$ cat src/rtl/fpall_shared_logic_wrapper.sv
// FP32 add/sub/mul with one shared exponent, normalize and round datapath.
// Two-edge latency: operands captured into stage-1 registers, result registered into R.
package fpall_pkg;
  typedef enum logic [1:0] {
    FMT_FP32 = 2'd0
  } fp_fmt_e;

  typedef enum logic [1:0] {
    OP_ADD = 2'd0,
    OP_SUB = 2'd1,
    OP_MUL = 2'd2
  } fp_op_e;

  localparam logic [31:0] FP_QNAN = 32'h7FC0_0000;
endpackage

module fpall_shared_logic_wrapper
  import fpall_pkg::*;
(
  input  logic        clk,
  input  logic        rst_n,
  input  fp_fmt_e     fmt_in,
  input  fp_op_e      opcode_in,
  input  logic [31:0] X,
  input  logic [31:0] Y,
  output logic [31:0] R
);

  // No handshake: a new operation is accepted on every rising edge and never stalls.
  fp_fmt_e     fmt_q;
  fp_op_e      op_q;
  logic [31:0] x_q, y_q;

  always_ff @(posedge clk or negedge rst_n) begin
    if (!rst_n) begin
      fmt_q <= FMT_FP32;
      op_q  <= OP_ADD;
      x_q   <= '0;
      y_q   <= '0;
    end else begin
      fmt_q <= fmt_in;
      op_q  <= opcode_in;
      x_q   <= X;
      y_q   <= Y;
    end
  end

  function automatic logic [4:0] lzc27(input logic [26:0] v);
    lzc27 = 5'd27;
    for (int i = 0; i < 27; i++) begin
      if (v[i]) lzc27 = 5'(26 - i);
    end
  endfunction

  logic        valid_op, is_mul;
  logic        sx, sy;
  logic [7:0]  ex, ey;
  logic [22:0] fx, fy;
  logic        zero_x, zero_y, inf_x, inf_y, nan_x, nan_y;
  logic [23:0] mx, my;

  assign valid_op = (fmt_q == FMT_FP32) &&
                    (op_q == OP_ADD || op_q == OP_SUB || op_q == OP_MUL);
  assign is_mul   = (op_q == OP_MUL);

  // Subtraction is addition with the sign of Y flipped.
  assign sx = x_q[31];
  assign sy = y_q[31] ^ (op_q == OP_SUB);
  assign ex = x_q[30:23];
  assign ey = y_q[30:23];
  assign fx = x_q[22:0];
  assign fy = y_q[22:0];

  // Subnormals flush to zero: exponent 0 means a zero significand.
  assign zero_x = (ex == 8'h00);
  assign zero_y = (ey == 8'h00);
  assign inf_x  = (ex == 8'hFF) && (fx == '0);
  assign inf_y  = (ey == 8'hFF) && (fy == '0);
  assign nan_x  = (ex == 8'hFF) && (fx != '0);
  assign nan_y  = (ey == 8'hFF) && (fy != '0);
  assign mx     = zero_x ? 24'd0 : {1'b1, fx};
  assign my     = zero_y ? 24'd0 : {1'b1, fy};

  // Add path: swap, align with guard/round/sticky, add or subtract magnitudes.
  logic        x_big, s_big;
  logic [7:0]  e_big, e_small, e_diff;
  logic [4:0]  shamt;
  logic [23:0] m_big, m_small;
  logic [49:0] wide;
  logic [26:0] big_al, small_al;
  logic [27:0] add_sig;

  assign x_big    = {ex, fx} >= {ey, fy};
  assign e_big    = x_big ? ex : ey;
  assign e_small  = x_big ? ey : ex;
  assign m_big    = x_big ? mx : my;
  assign m_small  = x_big ? my : mx;
  assign s_big    = x_big ? sx : sy;
  assign e_diff   = e_big - e_small;
  // Beyond 26 positions every significand bit already lands in the sticky field.
  assign shamt    = (e_diff > 8'd26) ? 5'd26 : e_diff[4:0];
  assign wide     = {m_small, 26'd0} >> shamt;
  assign small_al = {wide[49:24], |wide[23:0]};
  assign big_al   = {m_big, 3'b000};
  assign add_sig  = (sx ^ sy) ? ({1'b0, big_al} - {1'b0, small_al})
                              : ({1'b0, big_al} + {1'b0, small_al});

  // Mul path: product mapped onto the same carry/lead/GRS layout as the adder.
  logic [47:0]        prod;
  logic [27:0]        mul_sig;
  logic signed [10:0] mul_exp;

  assign prod    = mx * my;
  assign mul_sig = {prod[47:21], |prod[20:0]};
  assign mul_exp = $signed({3'b000, ex}) + $signed({3'b000, ey}) - 11'sd127;

  // Shared normalize and round-to-nearest-even.
  logic [27:0]        pre_sig;
  logic signed [10:0] pre_exp, norm_exp, fin_exp;
  logic               pre_sign, rnd_up;
  logic [4:0]         lz;
  logic [26:0]        norm;
  logic [24:0]        m_rnd;
  logic [22:0]        frac;
  logic [31:0]        norm_res;

  assign pre_sig  = is_mul ? mul_sig : add_sig;
  assign pre_exp  = is_mul ? mul_exp : $signed({3'b000, e_big});
  assign pre_sign = is_mul ? (sx ^ sy) : s_big;
  assign lz       = lzc27(pre_sig[26:0]);

  always_comb begin
    norm     = '0;
    norm_exp = '0;
    if (pre_sig[27]) begin
      norm     = {pre_sig[27:2], pre_sig[1] | pre_sig[0]};
      norm_exp = pre_exp + 11'sd1;
    end else begin
      norm     = pre_sig[26:0] << lz;
      norm_exp = pre_exp - $signed({6'd0, lz});
    end
  end

  assign rnd_up  = norm[2] & (norm[1] | norm[0] | norm[3]);
  assign m_rnd   = {1'b0, norm[26:3]} + {24'd0, rnd_up};
  assign frac    = m_rnd[24] ? m_rnd[23:1] : m_rnd[22:0];
  assign fin_exp = m_rnd[24] ? (norm_exp + 11'sd1) : norm_exp;

  always_comb begin
    norm_res = '0;
    if (pre_sig == '0)
      norm_res = 32'h0000_0000;
    else if (fin_exp >= 11'sd255)
      norm_res = {pre_sign, 8'hFF, 23'd0};
    else if (fin_exp <= 11'sd0)
      norm_res = {pre_sign, 31'd0};
    else
      norm_res = {pre_sign, fin_exp[7:0], frac};
  end

  // Special operands override the arithmetic result.
  logic [31:0] res;

  always_comb begin
    res = '0;
    if (!valid_op) begin
      res = '0;
    end else if (is_mul) begin
      if (nan_x || nan_y || (inf_x && zero_y) || (zero_x && inf_y))
        res = FP_QNAN;
      else if (inf_x || inf_y)
        res = {sx ^ sy, 8'hFF, 23'd0};
      else if (zero_x || zero_y)
        res = {sx ^ sy, 31'd0};
      else
        res = norm_res;
    end else begin
      if (nan_x || nan_y)
        res = FP_QNAN;
      else if (inf_x && inf_y)
        res = (sx != sy) ? FP_QNAN : {sx, 8'hFF, 23'd0};
      else if (inf_x)
        res = {sx, 8'hFF, 23'd0};
      else if (inf_y)
        res = {sy, 8'hFF, 23'd0};
      else
        res = norm_res;
    end
  end

  always_ff @(posedge clk or negedge rst_n) begin
    if (!rst_n) R <= '0;
    else        R <= res;
  end

endmodule

$ cat config.mk
export PLATFORM = sky130hd
export DESIGN_NAME = fpall_shared_logic_wrapper
export DESIGN_NICKNAME = d
export VERILOG_FILES = /design/src/rtl/fpall_shared_logic_wrapper.sv
export SDC_FILE = /design/constraint.sdc
export NUM_CORES = 2
export LEC_CHECK = 0
export ABC_AREA = 1
export CORE_AREA = 2 2 359 361
export CTS_CLUSTER_SIZE = 14
export DETAILED_ROUTE_END_ITERATION = 16
export DIE_AREA = 0 0 361 363
export PLACE_DENSITY = 0.47
export SETUP_SLACK_MARGIN = 0.2
export SLEW_MARGIN = 40
export SYNTH_ARGS = -nofsm -noshare
export SYNTH_HDL_FRONTEND = slang
export SYNTH_SLANG_ARGS = --single-unit
$ cat constraint.sdc
create_clock -name clk -period 14.17 [get_ports clk]
set_input_delay 1.417 -clock clk [delete_from_list [all_inputs] [get_ports clk]]
set_output_delay 1.417 -clock clk [all_outputs]
set_load 0.03 [all_outputs]
# Word-level counts from Yosys, hierarchy flattened
# Cells that the tools add are included.
# word_totals
output_inout_bits	32
word_cells	114
inputBits	70
register_bits	100
# op_classes
magnitude_cmp	4
eq_ne	5
n_mux	56
shifts	2
n_addsub	9
n_mul	1
n_reduce_logical	26
n_bitwise	6
# op_table
operator	count
$mux 32	11
$mux 5	27
$mux 24	4
$mux 31	2
$mux 28	2
$shr 50x5->50	1
$mul 24x24->48	1
$logic_not 23->1	2
$reduce_bool 23->1	2
$mux 11	3
$ge 31x31->1	1
$add 27x27->28	1
$logic_not 28->1	1
$sub 27x27->28	1
$mux 27	1
$shl 27x5->27	1
$add 24x1->25	1
$reduce_or 24->1	1
$mux 23	1
$add 11x2->11 const B	2
$reduce_or 21->1	1
$eq 8x8->1 const B	2
$logic_not 8->1	2
$mux 8	2
17 further kinds	36

# Depth between registers and ports, before layout
# logic_depth
word_depth	54
ltp_mapped	96
ltp_nobuf	92

# Worst setup path before layout
# OpenSTA, ideal clock, no wires.
# synth_timing
kind	register -> register
startpoint	register y_q[24]
endpoint	register R[0]
t_arrival_ns	12.761
path_buffers	4
setup_time_ns	0.121
synth_period_minus_slack_ns	12.882
path_slack_ns	1.288
t_required_ns	14.049
path_stages_with_launch	86
cell_sequence	dfrtp_1 > inv_1 > nand4_1 > nor2_1 > clkbuf_1 > nor2_1 > inv_1 > buf_1 > nor2_1 > fa_1 > fa_1 > fa_1 > fa_1 > inv_1 > fa_1 > inv_1 > fa_1 > inv_1 > [50 not listed] > nand2_1 > a21oi_1 > or2_2 > nand2_1 > a21oi_1 > xor2_1 > nor2_1 > nand4_1 > xor2_1 > o21ai_2 > inv_2 > nor2_2 > nand3_2 > nand2_2 > nor2_2 > nand2_4 > buf_6 > nor2_1
# synth_between
elab_chain_len	54
elab_cells_between_ends	87
cone_classes	add/sub (9); mul (1); order compare (4); eq/ne (1); shift (2); mux (52); bitwise (4); reduce/logical (14)
# synth_lines
item	line_no	rtl
from (decl)	32	logic [31:0] x_q, y_q;
from (signal assigned)	39	y_q <= '0;
from (signal assigned)	44	y_q <= Y;
$ge 31x31->1	93	assign x_big = {ex, fx} >= {ey, fy};
$mux 8 (on tied branches)	94, 95	
$sub 8x8->8	99	assign e_diff = e_big - e_small;
$gt 8x5->1	101	assign shamt = (e_diff > 8'd26) ? 5'd26 : e_diff[4:0];
$mux 5	101	
$shr 50x5->50	102	assign wide = {m_small, 26'd0} >> shamt;
$reduce_or 24->1	103	assign small_al = {wide[49:24], |wide[23:0]};
$add 27x27->28 or $sub 27x27->28 (tied branches)	106, 105	
[39 not listed]	n/a	
$mux 32	151	if (pre_sig == '0)
$mux 32	184	else if (inf_y)
$mux 32	182	else if (inf_x)
$mux 32	180	else if (inf_x && inf_y)
$mux 32	178	if (nan_x || nan_y)
$mux 32 (*)	168	end else if (is_mul) begin
$mux 32 (*)	166	if (!valid_op) begin
named net res[0]	162	logic [31:0] res;
to (signal assigned)	193	else R <= res;
to (decl)	26	output logic [31:0] R
# The timed path passes the listed nets; every way through them passes the cells marked *.

# Final worst setup path
# layout_timing
startpoint	register x_q[25]
endpoint	register R[20]
# layout_between
elab_chain_len	54
elab_cells_between_ends	87
cone_classes	add/sub (9); mul (1); order compare (4); eq/ne (1); shift (2); mux (52); bitwise (4); reduce/logical (14)
# layout_lines
item	line_no	rtl
from (decl)	32	
from (signal assigned)	38	x_q <= '0;
from (signal assigned)	43	x_q <= X;
$ge 31x31->1	93	
$mux 8 (on tied branches)	94, 95	
$sub 8x8->8	99	
$gt 8x5->1	101	
$mux 5	101	
$shr 50x5->50	102	
$reduce_or 24->1	103	
$add 27x27->28 or $sub 27x27->28 (tied branches)	106, 105	
[39 not listed]	n/a	
$mux 32	151	
$mux 32	184	
$mux 32	182	
$mux 32	180	
$mux 32	178	
$mux 32 (*)	168	
$mux 32 (*)	166	
named net res[20]	162	
# Marked as above.

==> summary.md <==
| Metric | Value |
|---|---|
| Die extent in y | `around 360 um` |
| Syn_area_per_cell | `between 7 and 8 sq um` |
| Core area | `between 100000 and 150000 sq um` |
| Startpoint Class | `flop` |
| 1st-pass router iterations | `6` |
| Slew Viols, Final | `0` |
| Crit path kind | `reg2reg` |
| Worst skew pair latency | `~0.45 ns` |
| Layout Nets | `approximately 5500` |
| CP max-delay cell | `fa_1` |
| Commonest non-fill, non-tap cell in the layout | `nand2_1` |
| Slew @ Worst Pin | `0.887 ns` |
| Minimum hold slack | `~0.80 ns` |
| Syn Inst Count | `roughly 4500` |
| Slew headroom | `between 40% and 50%` |
| Final setup fails | `0` |
| Final min period | `between 10 and 15 ns` |
| Routed Antenna Nets | `0` |
| Die W | `approximately 360 um` |
| CTS H-tree lvls | `3` |
| N_diodes | `0` |
| Routed wire length | `~130 mm` |
| Total Neg Setup Slack | `0 ns` |
| Critical Path Max Stage Delay | `approximately 0.56 ns` |
| Fillcell total | `about 14000` |
| # IOs | `between 100 and 150` |
| Area taken by multi-input logic gates | `between 20000 and 30000 sq um` |
| Via count of the first global-routing pass | `between 30000 and 40000` |
| Initial antenna violation count | `3` |
| Final hold vios | `0` |
| EDFF count, synth | `0` |
| Crit path max fanout | `13` |
| Row cnt | `roughly 130` |
| Starting Density | `between 20% and 30%` |
| Detailed placer's ending HPWL | `between 100 and 150 mm` |
| Remaining global-route overflow | `0` |
| Vias per inst | `~4.7` |
| Register Area | `approximately 2500 sq um` |
| Mapped Area | `between 30000 and 40000 sq um` |
| CTS sink cnt | `100` |
| Hold Crit Class | `reg2reg` |
| Worst-path clk slew | `0.08 ns` |
| Syn Nets | `roughly 5300` |
| Die Area | `roughly 130000 sq um` |
| Most frequent cells in the layout | `nand2_1 (1006), inv_1 (830), nor2_1 (515)` |
| Post-synth top flop | `dfrtp_1` |
| Unrepaired setup endpoints after global routing | `no` |
| Hold buffer count at cts | `0` |
| First-iteration detailed-routing DRC count | `approximately 2500` |
| CTS max path bufs | `2` |
| Arr. time, crit path | `13.67 ns` |
| Tcrit/Tclk final | `around 94%` |
| CP required | `14.54 ns` |
| Root buffer cell | `clkbuf_16` |
| Most numerous cell on the critical path | `nand2_1` |
| GRT Total Usage | `18.9%` |
| Post-synthesis register bit count | `100` |
| Crit path capture type | `flop` |
| Register area share after synthesis | `just under 8%` |
| MaxCap Viol Count | `0` |
| Setup Skew | `0.0238 ns` |
| Utilization after layout | `28.8%` |
| CTS tree | `yes` |
| Status | `finished clean` |
| Per-cell routed wire length | `about 20 um` |
| Global-route wire length before repair | `~190 mm` |
| Syn. warnings | `0` |
| Share of cells above drive strength 1 | `about 8.7%` |
| Synth-to-layout area growth | `16.0%` |
| Final GP Congestion | `0.953` |
| Post-synthesis cell type count | `70` |
| Max Clk Rate | `between 70 and 80 MHz` |
| Async SR Flop Fraction | `100%` |
| Num CTS Buffers | `9` |
| Routed vias | `between 20000 and 30000` |
| Largest net degree at the start of global routing | `between 60 and 70` |
| DRC viols | `0` |
| IO buf count | `just over 100` |
per-layer routing:
layer / wire [um] / vias to the layer above / global-route usage (%)
met1: 55700 / 14600 / 25.1
met5: 23 / - / 0
li1: - / 14100 / -
met3: 8220 / 175 / 3.11
met2: 56600 / 1004 / 31.1
met4: 5230 / 4 / 6.95
per-stage QoR:
step / setup slack, ns / cells / area, sq um
global route: 0.0804 / 6318 / 36600
CTS: 0.207 / 6238 / 35400
detailed placement: 0.114 / 6219 / 35100
global placement: 0.156 / 6219 / 35100
floorplan: 1.29 / 4488 / 31600
finish: 0.868 / 6318 / 36600
registers in the layout, indices dropped and copies added (netlist names):
name	count
R	32
fmt_q	2
x_q	32
y_q	32
op_q	2
synthesized netlist by cell type (all sizes together), types with 2 or more instances:
master | instances | area, sq um
o31ai | 8 | 60.1
and3 | 2 | 12.5
nor2 | 548 | 2130
o2111ai | 4 | 35.0
nor4 | 11 | 68.8
inv | 868 | 3260
a22oi | 5 | 37.5
nand4 | 66 | 413
o221ai | 3 | 26.3
a21boi | 2 | 18.8
nor3 | 42 | 226
xor2 | 28 | 245
a22o | 2 | 17.5
buf | 61 | 337
or2 | 14 | 87.6
clkinv | 24 | 95.1
o211ai | 8 | 60.1
clkbuf | 105 | 394
a21oi | 166 | 853
a221oi | 3 | 26.3
o311ai | 2 | 17.5
o21ai | 136 | 696
o21bai | 7 | 52.6
xnor2 | 37 | 324
and2 | 5 | 33.8
dfrtp | 100 | 2500
o22ai | 4 | 25.0
a31oi | 12 | 75.1
fa | 485 | 9710
a211oi | 6 | 45.0
o21a | 8 | 60.1
nand3 | 393 | 2030
ha | 285 | 3570
nand2 | 1021 | 3870
nand3b | 2 | 15.0
a31o | 3 | 26.3
cell type report:
class,instances,share of cell area [%]
clock inverter,7,0.256
tap,1662,5.68
inverter,892,9.25
timing repair buffer,315,8.03
clock buffer,9,0.615
sequential,100,6.84
multi-input combinational,3333,69.3
worst max-delay path: cells and delay by family (launching register included):
kind	cells	cell delay, ns
buffers and inverters	16	1.96
AO/OA/AOI/OAI	12	1.74
AND/OR/NAND/NOR	36	3.73
adder cells (fa/ha/maj)	11	4.83
flip-flops	1	0.42
XOR/XNOR	3	0.51
path summary, 6_finish.rpt:
check                         start  endpoint  slack [ns]  cells past startpoint
setup / recovery            x_q[25]     R[20]        0.87                     78
hold / removal             fmt_q[0]     R[30]        0.80                      2
setup reg to reg            x_q[25]     R[20]        0.87                     78
hold reg to reg            fmt_q[0]     R[30]        0.80                      2
max in group asynchronous     rst_n    x_q[9]       12.09                      2
min in group asynchronous     rst_n     R[10]        1.04                      1
timing repair:
action / in CTS / in global routing
setup endpoints to repair: 21 / 31
cloned: 0 / 8
setup buffers: 3 / 72
pin swaps: 1 / 39
resized for setup: 2 / 135
cells by family (layout without fill, tap and decap cells):
| group | count (synthesis) | in the layout | synth area share, % |
|---|---|---|---|
| simple gates | 2106 | 2109 | 28.2 |
| compound gates | 389 | 389 | 7.04 |
| fa+ha+maj | 770 | 770 | 42.1 |
| buf+inv | 1058 | 1223 | 12.9 |
| xor+xnor | 65 | 65 | 1.80 |
| flops | 100 | 100 | 7.93 |
Power is left out: the tool's default activity adds up to more than one toggle a clock period on the data nets, which glitch-free logic cannot reach.
